===== config.mk =====
export PLATFORM = sky130hd
export DESIGN_NAME = systolic_array_ctrl
export DESIGN_NICKNAME = d
export VERILOG_FILES = /design/src/rtl/systolic_array_ctrl.sv
export SDC_FILE = /design/constraint.sdc
export NUM_CORES = 1
export LEC_CHECK = 0
export CAP_MARGIN = 15
export CORE_MARGIN = 8
export CORE_UTILIZATION = 50
export DETAILED_ROUTE_END_ITERATION = 8
export MAX_ROUTING_LAYER = met4
export PLACE_DENSITY_LB_ADDON = 0.1
export SETUP_SLACK_MARGIN = 0.5
export SYNTH_ARGS = -nofsm -noshare
export SYNTH_HDL_FRONTEND = slang
export SYNTH_SLANG_ARGS = --single-unit

===== constraint.sdc =====
create_clock -name clk -period 6.08 [get_ports clk]
set_clock_uncertainty 0.2 [all_clocks]
set_input_delay 0.912 -clock clk [delete_from_list [all_inputs] [get_ports clk]]
set_output_delay 0.912 -clock clk [all_outputs]
set_load 0.01 [all_outputs]

===== src/rtl/systolic_array_ctrl.sv =====
// systolic_array_ctrl
// Sequences an N x N systolic array run: clears the PE accumulators, fetches
// k_len operand vectors, applies the diagonal skew on the array edges, waits
// for the wavefront to drain and then pulses done.
//
// state   | meaning
// --------+--------------------------------------------------------------
// S_IDLE  | waiting for start; all strobes low
// S_CLEAR | one cycle of pe_clear
// S_FEED  | fetch_en high, fetch_idx walks 0..k_lat-1
// S_DRAIN | down-counter lets the last operands propagate through the array
// S_DONE  | one-cycle done pulse

module systolic_array_ctrl #(
    parameter  int DATA_WIDTH = 16,
    parameter  int N          = 4,
    parameter  int K_MAX      = 16,
    parameter  int PE_LAT     = 2,
    localparam int K_W        = $clog2(K_MAX + 1)
) (
    input  logic                    clk,
    input  logic                    reset,
    input  logic                    start,
    input  logic [K_W-1:0]          k_len,
    output logic                    fetch_en,
    output logic [K_W-1:0]          fetch_idx,
    input  logic [N*DATA_WIDTH-1:0] a_col_in,
    input  logic [N*DATA_WIDTH-1:0] b_row_in,
    output logic [N*DATA_WIDTH-1:0] edge_a,
    output logic [N*DATA_WIDTH-1:0] edge_b,
    output logic                    pe_clear,
    output logic                    busy,
    output logic                    done
);

    // Drain length: the last operand needs 2*(N-1) skew/propagation cycles to
    // reach the far corner PE, plus the buffer and edge register stages and
    // the PE latency.
    localparam int D   = 2 * N + PE_LAT;
    localparam int D_W = $clog2(D + 1);

    typedef enum logic [2:0] {
        S_IDLE,
        S_CLEAR,
        S_FEED,
        S_DRAIN,
        S_DONE
    } state_t;

    state_t         state;
    state_t         state_nxt;
    logic [K_W-1:0] k_lat;
    logic [D_W-1:0] drain_cnt;
    logic           valid_q;
    logic           feed_last;

    assign feed_last = (fetch_idx == (k_lat - K_W'(1)));

    // State register.
    always_ff @(posedge clk) begin
        if (reset) state <= S_IDLE;
        else       state <= state_nxt;
    end

    // Next-state logic.
    always_comb begin
        state_nxt = state;
        case (state)
            S_IDLE:  if (start) state_nxt = S_CLEAR;
            S_CLEAR: state_nxt = (k_lat == '0) ? S_DRAIN : S_FEED;
            S_FEED:  if (feed_last) state_nxt = S_DRAIN;
            S_DRAIN: if (drain_cnt == '0) state_nxt = S_DONE;
            S_DONE:  state_nxt = S_IDLE;
            default: state_nxt = S_IDLE;
        endcase
    end

    // Moore outputs decoded from the current state.
    always_comb begin
        fetch_en = (state == S_FEED);
        pe_clear = (state == S_CLEAR);
        busy     = (state != S_IDLE);
        done     = (state == S_DONE);
    end

    // Latch the inner dimension on an accepted start, clamped to K_MAX.
    always_ff @(posedge clk) begin
        if (reset) begin
            k_lat <= '0;
        end else if ((state == S_IDLE) && start) begin
            k_lat <= (k_len > K_W'(K_MAX)) ? K_W'(K_MAX) : k_len;
        end
    end

    // Fetch index: zeroed in CLEAR, steps during FEED, holds the last index afterwards.
    always_ff @(posedge clk) begin
        if (reset) begin
            fetch_idx <= '0;
        end else if (state == S_CLEAR) begin
            fetch_idx <= '0;
        end else if ((state == S_FEED) && !feed_last) begin
            fetch_idx <= fetch_idx + K_W'(1);
        end
    end

    // Drain timer: loaded on entry to DRAIN, terminal count at zero.
    always_ff @(posedge clk) begin
        if (reset) begin
            drain_cnt <= '0;
        end else if ((state_nxt == S_DRAIN) && (state != S_DRAIN)) begin
            drain_cnt <= D_W'(D - 1);
        end else if ((state == S_DRAIN) && (drain_cnt != '0)) begin
            drain_cnt <= drain_cnt - D_W'(1);
        end
    end

    // Buffer read data is valid one cycle after the fetch strobe.
    always_ff @(posedge clk) begin
        if (reset) valid_q <= 1'b0;
        else       valid_q <= fetch_en;
    end

    // Skew chains: lane i gets a capture stage plus i delay stages. Non-valid
    // cycles load zeros so idle PE products are +0.
    for (genvar i = 0; i < N; i++) begin : g_lane
        logic [DATA_WIDTH-1:0] a_stg [0:i];
        logic [DATA_WIDTH-1:0] b_stg [0:i];

        // Capture on valid, then shift down the lane.
        always_ff @(posedge clk) begin
            if (reset) begin
                for (int s = 0; s <= i; s++) begin
                    a_stg[s] <= '0;
                    b_stg[s] <= '0;
                end
            end else begin
                a_stg[0] <= valid_q ? a_col_in[i*DATA_WIDTH +: DATA_WIDTH] : '0;
                b_stg[0] <= valid_q ? b_row_in[i*DATA_WIDTH +: DATA_WIDTH] : '0;
                for (int s = 1; s <= i; s++) begin
                    a_stg[s] <= a_stg[s-1];
                    b_stg[s] <= b_stg[s-1];
                end
            end
        end

        assign edge_a[i*DATA_WIDTH +: DATA_WIDTH] = a_stg[i];
        assign edge_b[i*DATA_WIDTH +: DATA_WIDTH] = b_stg[i];
    end

endmodule


==> out/metrics.cfg <==
[run_status]
status = finished, final reports clean

[worst_setup_path]
r2r_slack_ns = 3.73
worstSetupStartpointType = register
worstSetupEndpointType = output pin
critPathRequiredTime_ns = 4.97
path_max_fanout = 9
r2r_end = drain_cnt[2]
r2r-start = k_lat[0]
cp.arrival_ns = 1.99
crit_type = reg -> out
rr_worst_depth = 7

[layout]
regArea_um2 = 6770
final_cell_mix = dfxtp_1, clkdlybuf4s50_1, nor2b_1, and2_1, clkbuf_16
stdcell_count = 1351
multi_input_area_um2 = 2560
final_common_cell = dfxtp_1
nFillCells = 1604
finalNetCount = 1197
drive_gt1_frac = 0.0593
area_growth_pct = 34.1

[route]
vias = 5735
viasPerCell = 4.25
drt_iter0_drc = 227
drc = 0
antenna_left = 0
routedWlPerCell_um = 14.4
wl_um = 19500
drt_first_pass_iters = 4

[logic_synthesis]
synthFlopType = dfxtp_1
syn_inst = 866
synth_cell_types = 35
yosysSeqAreaShare = 0.670
syn_area_per_cell_um2 = 11.7
yosys_warnings = 0
synth-edff-count = 0
synthArstFlopShare = 0
ys_ff_latch = 338
synth_area_um2 = 10100
synth.net_count = 1005

[worst_hold_path]
min_to = g_lane[1].b_stg[0][23]
holdPathStages = 1
worstHoldStart = g_lane[1].b_stg[0][7]
hold_path.class = reg -> reg

[sta]
timing.fmax_mhz = 323
final-setup-viol-count = 0
post-route-period-util = 0.510
tightestPinTransition_ns = 0.976
rsz0062_at_grt = false
layout_min_cycle_time_ns = 3.10
report.final.hold_viol_count = 0
final.setup.tns_ns = 0
slew_headroom = 0.348
final-max-slew-violation-count = 0
timing.final.ws_setup_ns = 2.98

[pwr]
power_mw = 4.49
seq_power_share = 0.504
p_sw_frac = 0.197
irDropWorstVdd_mv = 0.217
power_frac_comb = 0.049
p_leak_nw = 5.28
power.clock.fraction = 0.447
p_switching_uw = 886
p_int_mw = 3.61
p_per_area_nw_per_um2 = 332

[clocking]
post_cts_buffers = 0
cts_buffer_depth = 3
cts_tree = done
cts_inserted_buffers = 34
root_buffer = clkbuf_16
cts_resized = 0
clk_latency_ns = 0.49
clk_pin_slew_ns = 0.06
h-tree-depth = 2
clock-sinks = 338
cts_hold_buf = 0

[global_routing]
grt_pass1_vias = 5593
overflow = 0
antenna_found_initial = 2
grt_pass1_wl_um = 29400
grt_start_max_net_pins = 88
grt_usage = 0.158

[die]
start_util = 0.504
die_w_um = 158
core_area_um2 = 20000
io_pins = 273
die-area_um2 = 25000
rows = 52
die_y_um = 158

[place]
dp_cells = 1292
gp_congestion = 0.766
hpwl_um = 13500
pre_cts_ws_ns = 3.00
io_buffers = 272

[run]
drv_cap = 0

## metal layers
metal	vias up	routed length, µm	global-route usage
met3	32	2340	0.0846
met5	-	0	-
met4	0	501	0.0584
li1	2959	-	-
met2	204	9260	0.254
met1	2540	7350	0.162
## cell type report
cell class	instances	share of cell area
Multi-Input combinational cell	403	0.189
Clock inverter	7	0.00536
Clock buffer	50	0.0764
Inverter	6	0.00176
Antenna cell	2	0.000370
Tap cell	270	0.0249
Sequential cell	338	0.500
Timing Repair Buffer	275	0.203
## cell families after synthesis
group,count (synthesis),share of synthesized area
DFF,338,0.670
xor gates and xnor gates,8,0.00694
AOI/OAI and AO/OA,28,0.0185
buffers and inverters,125,0.0778
adders and majority gates,3,0.00372
and+or+nand+nor,364,0.223
## per-stage QoR
step                 util  hold WS (ns)  area [µm²]
finish              0.676         0.222       13500
global route        0.676         0.242       13500
CTS                 0.676         0.225       13500
detailed placement  0.620         0.220       12400
global placement    0.620         0.215       12400
floorplan               -         0.214       10100
## cell usage after synthesis (all sizes together) (2+ instances only)
master / instances / area (µm²)
a21oi: 16 / 83.8
and2: 129 / 807
buf: 82 / 623
clkbuf: 37 / 139
dfxtp: 338 / 6770
ha: 3 / 37.5
inv: 5 / 18.8
nand2: 11 / 41.3
nand3b: 5 / 37.5
nand4: 2 / 12.5
nor2: 5 / 18.8
nor2b: 193 / 1210
nor3: 4 / 20.0
nor3b: 3 / 22.5
nor4: 2 / 12.5
o21ai: 6 / 30.0
or3: 4 / 25.0
xnor2: 6 / 52.6
xor2: 2 / 17.5
## power groups by stage
stage	Combinational, mW	Sequential [mW]	Clock [mW]
after floorplan	0.0957	2.31	0
after global placement	0.223	2.31	0
after detailed placement	0.224	2.32	0
after CTS	0.225	2.27	2.07
after global routing	0.243	2.27	2.17
final	0.221	2.27	2.01
## how the worst max path moves through the flow
stage	slack [ns]	endpoint	from
final	2.98	fetch_en	state[1]
after global placement	3.04	g_lane[0].b_stg[0][12]	reset
after detailed placement	3.00	g_lane[2].a_stg[0][6]	reset
after floorplan	3.99	state[0]	reset
after global routing	2.87	pe_clear	state[0]
after CTS	2.95	fetch_en	state[1]
## critical path: stages (launching register included)
cell and delay (ns):
dfxtp_1 0.37, or3b_4 0.43, clkinv_2 0.14, clkdlybuf4s50_1 0.56
## state kept, by name, summed over array words and instances, names as in the netlist
signal and cells:
state 3, k_lat 5, drain_cnt 4, fetch_idx 5
valid_q 1, g_lane.a_stg 160, g_lane.b_stg 160
Power figures use the tool's default switching activity.
